--- config.mk ---
export PLATFORM = sky130hd
export DESIGN_NAME = key_search_sequencer
export DESIGN_NICKNAME = d
export VERILOG_FILES = /design/src/rtl/key_search_sequencer.sv
export SDC_FILE = /design/constraint.sdc
export NUM_CORES = 1
export LEC_CHECK = 0
export BUFFER_PORTS_ARGS = -buffer_cell sky130_fd_sc_hd__buf_2
export CORE_UTILIZATION = 25
export DETAILED_ROUTE_END_ITERATION = 6
export PLACE_DENSITY_LB_ADDON = 0.1
export SYNTH_ARGS = -nofsm -noshare
export SYNTH_HDL_FRONTEND = slang
export SYNTH_SLANG_ARGS = --single-unit
--- constraint.sdc ---
create_clock -name CLOCK_50 -period 8.9 [get_ports CLOCK_50]
set_input_delay 0 -clock CLOCK_50 [delete_from_list [all_inputs] [get_ports CLOCK_50]]
set_output_delay 0 -clock CLOCK_50 [all_outputs]
set_load 0.03 [all_outputs]
--- src/rtl/key_search_sequencer.sv ---
// key_search_sequencer
//   Sequences a bank of N_CORES RC4 decrypt cores through their phases
//   (init, shuffle, read, decrypt) in lockstep. Each core gets a
//   consecutive key. The sequencer either tries one key taken from the
//   switches or sweeps KEY_MIN..KEY_MAX in batches of N_CORES keys. It stops
//   on the first plaintext-valid core, on exhaustion, or on a phase watchdog
//   timeout.
//
// Ports
//   CLOCK_50                   sole clock, rising edge
//   reset                      asynchronous active-high reset
//   key_from_switches_changed  synchronous restart request (forces CLEAR)
//   search_mode                0 = single switch key, 1 = exhaustive search
//   switch_key                 key used in single mode
//   ROM_mem_read               encrypted message ROM ready; starts a run
//   init_done .. decrypt_done  per-core phase completion (pulse or level)
//   decrypt_valid              per-core plaintext valid, qualified by decrypt_done
//   reset_all                  core reset, high only in CLEAR
//   start_init .. start_decrypt  high throughout the matching phase state
//   core_key                   key for core c in [c*KEY_WIDTH +: KEY_WIDTH]
//   core_en                    core holds an in-range key this batch
//   current_state              state code
//   found/exhausted/timeout_err/done  terminal status
//   found_key, found_core      winning key and core index
module key_search_sequencer #(
  parameter int                  N_CORES        = 4,
  parameter int                  KEY_WIDTH      = 24,
  parameter logic [KEY_WIDTH-1:0] KEY_MIN       = '0,
  parameter logic [KEY_WIDTH-1:0] KEY_MAX       = 24'h3FFFFF,
  parameter int                  TIMEOUT_CYCLES = 65535,
  localparam int                 CORE_W         = (N_CORES > 1) ? $clog2(N_CORES) : 1
) (
  input  logic                           CLOCK_50,
  input  logic                           reset,
  input  logic                           key_from_switches_changed,
  input  logic                           search_mode,
  input  logic [KEY_WIDTH-1:0]           switch_key,
  input  logic                           ROM_mem_read,
  input  logic [N_CORES-1:0]             init_done,
  input  logic [N_CORES-1:0]             shuffle_done,
  input  logic [N_CORES-1:0]             read_done,
  input  logic [N_CORES-1:0]             decrypt_done,
  input  logic [N_CORES-1:0]             decrypt_valid,
  output logic                           reset_all,
  output logic                           start_init,
  output logic                           start_shuffle,
  output logic                           start_read,
  output logic                           start_decrypt,
  output logic [N_CORES*KEY_WIDTH-1:0]   core_key,
  output logic [N_CORES-1:0]             core_en,
  output logic [3:0]                     current_state,
  output logic                           found,
  output logic                           exhausted,
  output logic                           timeout_err,
  output logic                           done,
  output logic [KEY_WIDTH-1:0]           found_key,
  output logic [CORE_W-1:0]              found_core
);

  localparam int KW1 = KEY_WIDTH + 1;
  localparam int KW2 = KEY_WIDTH + 2;
  localparam logic [31:0] WD_LIMIT = 32'(TIMEOUT_CYCLES - 1);

  typedef enum logic [3:0] {
    S_IDLE     = 4'd0,
    S_CLEAR    = 4'd1,
    S_LOAD     = 4'd2,
    S_INIT     = 4'd3,
    S_SHUFFLE  = 4'd4,
    S_READ_S   = 4'd5,
    S_DECRYPT  = 4'd6,
    S_CHECK    = 4'd7,
    S_NEXT_KEY = 4'd8,
    S_FOUND    = 4'd9,
    S_FAIL     = 4'd10,
    S_TIMEOUT  = 4'd11
  } state_t;

  state_t                 state_reg, state_next;
  logic [KEY_WIDTH-1:0]   base_reg;
  logic [N_CORES-1:0]     core_en_reg;
  logic [N_CORES-1:0]     seen_reg;
  logic [N_CORES-1:0]     valid_seen_reg;
  logic                   mode_reg;
  logic                   entry_reg;
  logic [31:0]            watchdog_reg;
  logic [KEY_WIDTH-1:0]   found_key_reg;
  logic [CORE_W-1:0]      found_core_reg;

  logic                   state_change;
  logic                   in_phase;
  logic [N_CORES-1:0]     phase_done_in;
  logic                   phase_complete;
  logic                   wd_expired;
  logic [KW1-1:0]         load_base_ext;
  logic [KW1-1:0]         next_base_ext;
  logic [N_CORES-1:0]     load_en;
  logic [N_CORES-1:0]     next_en;
  logic                   last_batch;
  logic [CORE_W-1:0]      win_idx;
  logic [KEY_WIDTH-1:0]   win_key;

  // Enable a core when its untruncated key is still within KEY_MAX.
  function automatic logic [N_CORES-1:0] range_enables(input logic [KW1-1:0] b);
    logic [KW2-1:0] k;
    range_enables = '0;
    for (int c = 0; c < N_CORES; c++) begin
      k = {1'b0, b} + KW2'(c);
      range_enables[c] = (k <= {2'b00, KEY_MAX});
    end
  endfunction

  assign state_change   = (state_next != state_reg);
  assign in_phase       = (state_reg == S_INIT) || (state_reg == S_SHUFFLE) ||
                          (state_reg == S_READ_S) || (state_reg == S_DECRYPT);
  assign phase_complete = &(seen_reg | ~core_en_reg);
  assign wd_expired     = (TIMEOUT_CYCLES != 0) && (watchdog_reg == WD_LIMIT);

  assign load_base_ext  = search_mode ? {1'b0, KEY_MIN} : {1'b0, switch_key};
  assign next_base_ext  = {1'b0, base_reg} + KW1'(N_CORES);
  assign load_en        = search_mode ? range_enables(load_base_ext) : N_CORES'(1);
  assign next_en        = range_enables(next_base_ext);
  // Compared one bit wider so a sweep ending near 2^KEY_WIDTH cannot wrap.
  assign last_batch     = (next_base_ext > {1'b0, KEY_MAX});

  always_comb begin
    phase_done_in = '0;
    case (state_reg)
      S_INIT:    phase_done_in = init_done;
      S_SHUFFLE: phase_done_in = shuffle_done;
      S_READ_S:  phase_done_in = read_done;
      S_DECRYPT: phase_done_in = decrypt_done;
      default:   phase_done_in = '0;
    endcase
  end

  // Lowest valid core index wins.
  always_comb begin
    win_idx = '0;
    for (int c = N_CORES - 1; c >= 0; c--) begin
      if (valid_seen_reg[c]) win_idx = CORE_W'(c);
    end
  end
  assign win_key = base_reg + KEY_WIDTH'(win_idx);

  // State register
  always_ff @(posedge CLOCK_50 or posedge reset) begin
    if (reset) state_reg <= S_CLEAR;
    else       state_reg <= state_next;
  end

  // Next-state logic
  always_comb begin
    state_next = state_reg;
    if (key_from_switches_changed) begin
      state_next = S_CLEAR;
    end else begin
      case (state_reg)
        S_IDLE:     if (ROM_mem_read) state_next = S_LOAD;
        S_CLEAR:    state_next = S_IDLE;
        S_LOAD:     state_next = S_INIT;
        S_INIT:     if (phase_complete) state_next = S_SHUFFLE;
                    else if (wd_expired) state_next = S_TIMEOUT;
        S_SHUFFLE:  if (phase_complete) state_next = S_READ_S;
                    else if (wd_expired) state_next = S_TIMEOUT;
        S_READ_S:   if (phase_complete) state_next = S_DECRYPT;
                    else if (wd_expired) state_next = S_TIMEOUT;
        S_DECRYPT:  if (phase_complete) state_next = S_CHECK;
                    else if (wd_expired) state_next = S_TIMEOUT;
        S_CHECK:    if (|valid_seen_reg) state_next = S_FOUND;
                    else if (!mode_reg || last_batch) state_next = S_FAIL;
                    else state_next = S_NEXT_KEY;
        S_NEXT_KEY: state_next = S_INIT;
        S_FOUND:    state_next = S_FOUND;
        S_FAIL:     state_next = S_FAIL;
        S_TIMEOUT:  state_next = S_TIMEOUT;
        default:    state_next = S_CLEAR;
      endcase
    end
  end

  // Datapath: batch base, enables, completion masks, watchdog, result.
  always_ff @(posedge CLOCK_50 or posedge reset) begin
    if (reset) begin
      base_reg       <= '0;
      core_en_reg    <= '0;
      seen_reg       <= '0;
      valid_seen_reg <= '0;
      mode_reg       <= 1'b0;
      entry_reg      <= 1'b0;
      watchdog_reg   <= '0;
      found_key_reg  <= '0;
      found_core_reg <= '0;
    end else begin
      entry_reg <= state_change;

      // Masks are zero on entry; the entry cycle's done inputs may be stale
      // from the previous phase and are not accumulated.
      if (state_change || !in_phase) seen_reg <= '0;
      else if (!entry_reg)           seen_reg <= seen_reg | (phase_done_in & core_en_reg);

      if ((state_change && state_next == S_DECRYPT) || state_reg == S_CLEAR)
        valid_seen_reg <= '0;
      else if (state_reg == S_DECRYPT && !entry_reg)
        valid_seen_reg <= valid_seen_reg | (decrypt_valid & decrypt_done & core_en_reg);

      if (state_change || !in_phase) watchdog_reg <= '0;
      else                           watchdog_reg <= watchdog_reg + 32'd1;

      case (state_reg)
        S_CLEAR: begin
          base_reg       <= '0;
          core_en_reg    <= '0;
          mode_reg       <= 1'b0;
          found_key_reg  <= '0;
          found_core_reg <= '0;
        end
        S_LOAD: begin
          base_reg    <= load_base_ext[KEY_WIDTH-1:0];
          core_en_reg <= load_en;
          mode_reg    <= search_mode;
        end
        S_NEXT_KEY: begin
          base_reg    <= next_base_ext[KEY_WIDTH-1:0];
          core_en_reg <= next_en;
        end
        S_CHECK: begin
          if (|valid_seen_reg) begin
            found_key_reg  <= win_key;
            found_core_reg <= win_idx;
          end
        end
        default: ;
      endcase
    end
  end

  // Per-core key registers, loaded alongside the batch base so they read
  // zero out of reset rather than base+c.
  genvar gi;
  generate
    for (gi = 0; gi < N_CORES; gi++) begin : g_core
      logic [KEY_WIDTH-1:0] key_reg;
      always_ff @(posedge CLOCK_50 or posedge reset) begin
        if (reset)                        key_reg <= '0;
        else if (state_reg == S_CLEAR)    key_reg <= '0;
        else if (state_reg == S_LOAD)     key_reg <= load_base_ext[KEY_WIDTH-1:0] + KEY_WIDTH'(gi);
        else if (state_reg == S_NEXT_KEY) key_reg <= next_base_ext[KEY_WIDTH-1:0] + KEY_WIDTH'(gi);
      end
      assign core_key[gi*KEY_WIDTH +: KEY_WIDTH] = key_reg;
    end
  endgenerate

  // Output decode
  always_comb begin
    reset_all     = (state_reg == S_CLEAR);
    start_init    = (state_reg == S_INIT);
    start_shuffle = (state_reg == S_SHUFFLE);
    start_read    = (state_reg == S_READ_S);
    start_decrypt = (state_reg == S_DECRYPT);
    found         = (state_reg == S_FOUND);
    exhausted     = (state_reg == S_FAIL);
    timeout_err   = (state_reg == S_TIMEOUT);
    done          = (state_reg == S_FOUND) || (state_reg == S_FAIL) || (state_reg == S_TIMEOUT);
    current_state = state_reg;
    core_en       = core_en_reg;
    found_key     = found_key_reg;
    found_core    = found_core_reg;
  end

endmodule

---- After elaboration in Yosys (flattened, before gate mapping) ----
Cells that the tools add are included.
word-level totals
  bits in registers ....................... 196
  bits in latches ......................... 0
  memory bits (writable) .................. 0
  ROM bits ................................ 0
  input port bits ......................... 49
  output and inout bits ................... 139
  logic and storage cells ................. 124
  memories kept ........................... 0
operators by class
  $add $sub $neg .......................... 15
  multiply operators ...................... 0
  divide/modulo/power cells ............... 0
  order comparisons ....................... 9
  eq/ne operators ......................... 16
  shift operators ......................... 0
  multiplexer cells ....................... 41
  bitwise operators ....................... 7
  reduce and logical (&&, ||, !) cells .... 22
operators by type and width
  cell                   count
  $mux 24                14
  $le 25x22->1 const B   4
  $add 24x2->24 const B  4
  $le 26x22->1 const B   3
  $pmux 24 s3            1
  $add 25x2->26 const B  2
  $add 24x2->25 const B  2
  $add 24x1->24 const B  2
  $mux 4                 12
  $pmux 24 s2            1
  $pmux 4 s11            1
  $add 32x1->32 const B  1
  $eq 32x16->1 const B   1
  $mux 32                1
  $add 25x1->26 const B  1
  $add 24x1->25 const B  1
  $add 24x3->25 const B  1
  $gt 25x22->1 const B   1
  $add 24x2->24          1
  $le 24x22->1 const B   1
  $eq 4x3->1 const B     5
  $eq 4x4->1 const B     4
  $pmux 4 s4             1
  $mux 2                 7
  21 further kinds       38

---- Depth between registers and ports, before layout ----
  depth in word-level cells ............... 11
  gate-level depth with buffers ........... 15
  gate-level depth less buffers ........... 11

---- Worst setup path after synthesis ----
No wires, ideal clock.
  kind .................................... reg2reg
  start point ............................. register state_reg[3] (netlist: current_state[3])
  end point ............................... register g_core[3].key_reg[21]
  library setup time ...................... 76 ps
  arrival time ............................ 3857 ps
  required time ........................... 8824 ps
  setup slack ............................. 4966 ps
  stages on the path, launching flop included .. 14
  buffers on the path ..................... 3
  period minus slack after synthesis ...... 3934 ps
  path through ............................ dfrtp_1 -> buf_4 -> nor4b_4 -> buf_2 -> buf_1 -> nand2_1 -> o21ai_1 -> ha_1 -> a21oi_2 -> nor4_2 -> nand4_1 -> or4_1 -> xor2_1 -> o21ai_1
on the way
  word-level cells in the longest chain between the ends .. 3
  elaborated cells between the ends (all ways) .. 6
  those cells by class .................... eq/ne (3); mux (2); reduce/logical (1)
RTL lines
  item                    RTL line  text
  from (decl)             79        state_t state_reg, state_next;
  from (signal assigned)  149       else state_reg <= state_next;
  $eq 4x2->1              247       else if (state_reg == S_LOAD) key_reg <= load_base_ext[KEY_WIDTH-1:0] + KEY_WIDTH'(gi);
  $mux 24                 247
  $mux 24                 246       else if (state_reg == S_CLEAR) key_reg <= '0;
  to (signal assigned)    247
  to (signal assigned)    248       else if (state_reg == S_NEXT_KEY) key_reg <= next_base_ext[KEY_WIDTH-1:0] + KEY_WIDTH'(gi);
  to (decl)               243       logic [KEY_WIDTH-1:0] key_reg;
Parallel ways exist; a longest one is shown, timed or not.
A chain may end at the register's enable or synchronous reset.

---- Worst setup path after layout ----
  start point ............................. register state_reg[1] (netlist: current_state[1])
  end point ............................... register g_core[2].key_reg[19]
on the way
  word-level cells in the longest chain between the ends .. 3
  elaborated cells between the ends (all ways) .. 6
  those cells by class .................... eq/ne (3); mux (2); reduce/logical (1)
RTL lines
  item                  RTL line
  $eq 4x2->1            247
  $mux 24               247
  $mux 24               246
  to (signal assigned)  247
  to (signal assigned)  248
  to (decl)             243
Parallel ways exist; a longest one is shown, timed or not.

==> out/qor.txt <==
FF-to-FF Start: current_state[1]$_DFF_PP0_
DRC viols: 0
Crit path arrival time: 4.73 ns
Synthesized Nets: 1329
Syn Area/Cell: 8.77 um^2
Die W: 213 um
# setup viols final: 0
most area-hungry cell type in the Yosys netlist: dfrtp_1
CTS tree: yes
Initial Utilization: 25.6%
Lkg Pwr: 5.93 nW
vias in the first global route: 9968
full die area: 0.0453 mm^2
Syn Std Cell Area: 0.0111 mm^2
vias per inst: 4.95
diode count: 0
fmax: 0.227 GHz
Die Ht: 213 um
Synth cell types: 88
area grow syn2layout: 20.2%
HP Class: in2reg
Total GRT Usage: 18.9%
RSZ-0062 raised after global routing: false
worst skew pair latency: 0.47 ns
share of cells above drive strength 1: 18.7%
Pwr per Cell Area: 179 mW/mm^2
Post-Synthesis Cells: 1267
Max Buffers Root-to-Sink: 2
Post-Route WL: 41700 um
Root Buffer: clkbuf_16
synth top area cells: dfrtp_1 43%, nand3_1 5.0%, xnor2_1 4.7%, o21ai_0 4.5%, nand2_1 4.4%
CP Capture Type: flop
share of the synthesized area in the top cell type: 43.5%
routability cong.: 0.821
Avg WL per Cell: 20.6 um
first-pass GRT wire length: 63800 um
initial antenna violation count: 0
r2r setup slk: 4.50 ns
clk_skew: 0.0134 ns
max_cap viols: 0
Core Util, Final: 30.7%
TritonRoute pass-1 iters: 5
Synth Register Bits: 194
number of flops mapped to enable cells by yosys: 0
max-slew violation count: 0
max reg flops: 94
Post-synth top flop: dfrtp_1
relative slew slack: 23.8%
register area share after synthesis: 43.7%
Syn. warnings: 0
Slew @ Worst Pin: 1.14 ns
critical path launch point: current_state[1]$_DFF_PP0_
largest net degree at the start of global routing: 91
htree depth: 4
fin crit share: 49.4%
Post-CTS Resized: 0
Critical Path RT: 9.23 ns
clock slew at reported path FFs: 0.08 ns
grt total ovfl: 0
Core Footprint: 0.0435 mm^2
fill count: 4626
Post-layout nets: 1484
CP Max Fanout: 37
post-synthesis async set-or-reset flop share: 100%
Total Neg Setup Slack: 0 ns
remaining antenna violation count: 0
worst vdd ir: 0.143 mV
status: completed
endpoints failing hold: 0
detailed placement HPWL: 30300 um
count of clock tree sinks: 194
crit path to: g_core[2].key_reg[19]$_DFFE_PP0N_
# rows: 76
total CTS buffers: 17
DRT iter0 DRCs: 769
crit path launch type: flop
vias: 10000
I/O pin count: 188
Hold Path Origin: switch_key[6]
Crit Reg-Reg Endpoint: g_core[2].key_reg[19]$_DFFE_PP0N_
critical path class: reg2reg
R2R cell count: 11
Final min period: 4.40 ns
input/output buffers: 187
## synthesized netlist by cell type (all sizes together) (3+ instances only)
cell type and n:
o21ai 114, xnor2 60, a22o 10, nand2b 4, nor4 25, mux2i 7
a211oi 3, a211o 4, or2 5, a31oi 13, xor2 51, nand3 114
and3 14, clkbuf 58, dfrtp 193, nand3b 3, o21a 5, o211ai 14
a41oi 5, nor3b 4, nor3 40, a22oi 9, nor2b 13, nand2 131
mux2 3, o21bai 3, a21o 21, and2 6, a21oi 43, nor2 122
a32oi 3, ha 12, inv 25, o31ai 6, buf 36, or3 14
and4 6, or4 7, nand4 27
## worst max-delay path, stage by stage, from the launching register on
cell and delay [ns]:
dfrtp_1 0.73, nor4b_4 0.29, buf_4 0.41, nand2_1 0.11, o21ai_1 0.37, ha_1 0.42, o21ai_0 0.20, nor3_1 0.47
nand4_1 0.42, nor3_1 0.52, xnor2_1 0.21, o21ai_1 0.08
## how the worst min path moves through the flow
stage | cells after the start | end | slack [ns]
floorplan | 1 | current_state[3]$_DFF_PP0_ | 0.07
global placement | 2 | found_key[1]$_DFFE_PP0P_ | 0.15
detailed placement | 2 | found_key[1]$_DFFE_PP0P_ | 0.16
CTS | 4 | base_reg[6]$_DFFE_PP0N_ | 0.03
global route | 4 | g_core[0].key_reg[7]$_DFFE_PP0N_ | 0.07
finish | 4 | base_reg[6]$_DFFE_PP0N_ | 0.06
## timing repair
item / in CTS / in global routing
setup buffers: 0 / 0
hold buffers: 28 / 0
setup endpoints to repair: 0 / 0
hold endpoints to repair: 100 / 0
## through the flow
stage / setup slack, ns / cells / hold WS (ns) / total power [mW] / area, um^2
after global routing: 4.11 / 2020 / 0.0722 / 2.50 / 13400
after detailed placement: 4.51 / 1959 / 0.164 / 1.61 / 12500
after CTS: 4.48 / 2019 / 0.0302 / 2.42 / 13300
final: 4.50 / 2020 / 0.0624 / 2.39 / 13400
after global placement: 4.58 / 1959 / 0.149 / 1.62 / 12500
after floorplan: 3.62 / 1267 / 0.0664 / 1.40 / 11100
## cell type report
cell class                 instances  area [um^2]  area share, %
sequential                       194         4860           36.4
tap                              585          732           5.48
timing repair buffer             230         1330           9.95
inverter                          26          105          0.787
multi-input combinational        953         5760           43.2
clock inverter                    13          116          0.871
clock buffer                      19          453           3.39
## report_power, final
group / internal [mW] / switching (mW) / leakage, nW
logic: 0.165 / 0.420 / 2.97
registers: 0.930 / 0.0908 / 2.69
clock network: 0.383 / 0.399 / 0.269
## cell families after synthesis
logic type                 synth area share [%]
AOI/OAI and AO/OA                          15.9
and+or+nand+nor                            24.5
adders and majority gates                  1.62
xor gates and xnor gates                   8.75
muxes                                     0.968
buffers and inverters                      4.58
DFF                                        43.7
## layer usage
metal  GRT usage, %  vias up  part of all wire (%)
li1               -     4788                     -
met5              0        -                     0
met3           2.62       26                   4.1
met2           27.7      226                    44
met1           28.7     4969                    51
met4           4.64        0                   1.1
## layout by cell type (no fill, tap or decap), types with 4 or more instances in the layout
cell	instances
nor3_1	38
o211ai_1	13
a211o_1	4
a21o_1	20
a22oi_1	9
nor2_1	120
or4_1	7
buf_4	15
o21a_1	5
xnor2_1	60
a22o_1	10
and2_1	5
dlygate4sd3_1	28
nand2b_1	4
ha_1	12
dfrtp_1	193
buf_2	187
a41oi_1	5
o31ai_1	6
nand2_1	129
clkinvlp_4	4
nor4_1	21
nand3_1	112
o21ai_1	12
or3_1	13
and4_1	6
and3_1	14
o21ai_0	100
inv_8	4
nor3b_1	4
nor2b_1	13
inv_6	4
clkbuf_16	17
mux2i_1	7
a31oi_1	12
inv_1	22
nand4_1	27
xor2_1	51
a21oi_1	41
Note: power is estimated with default switching activity, not from simulation.
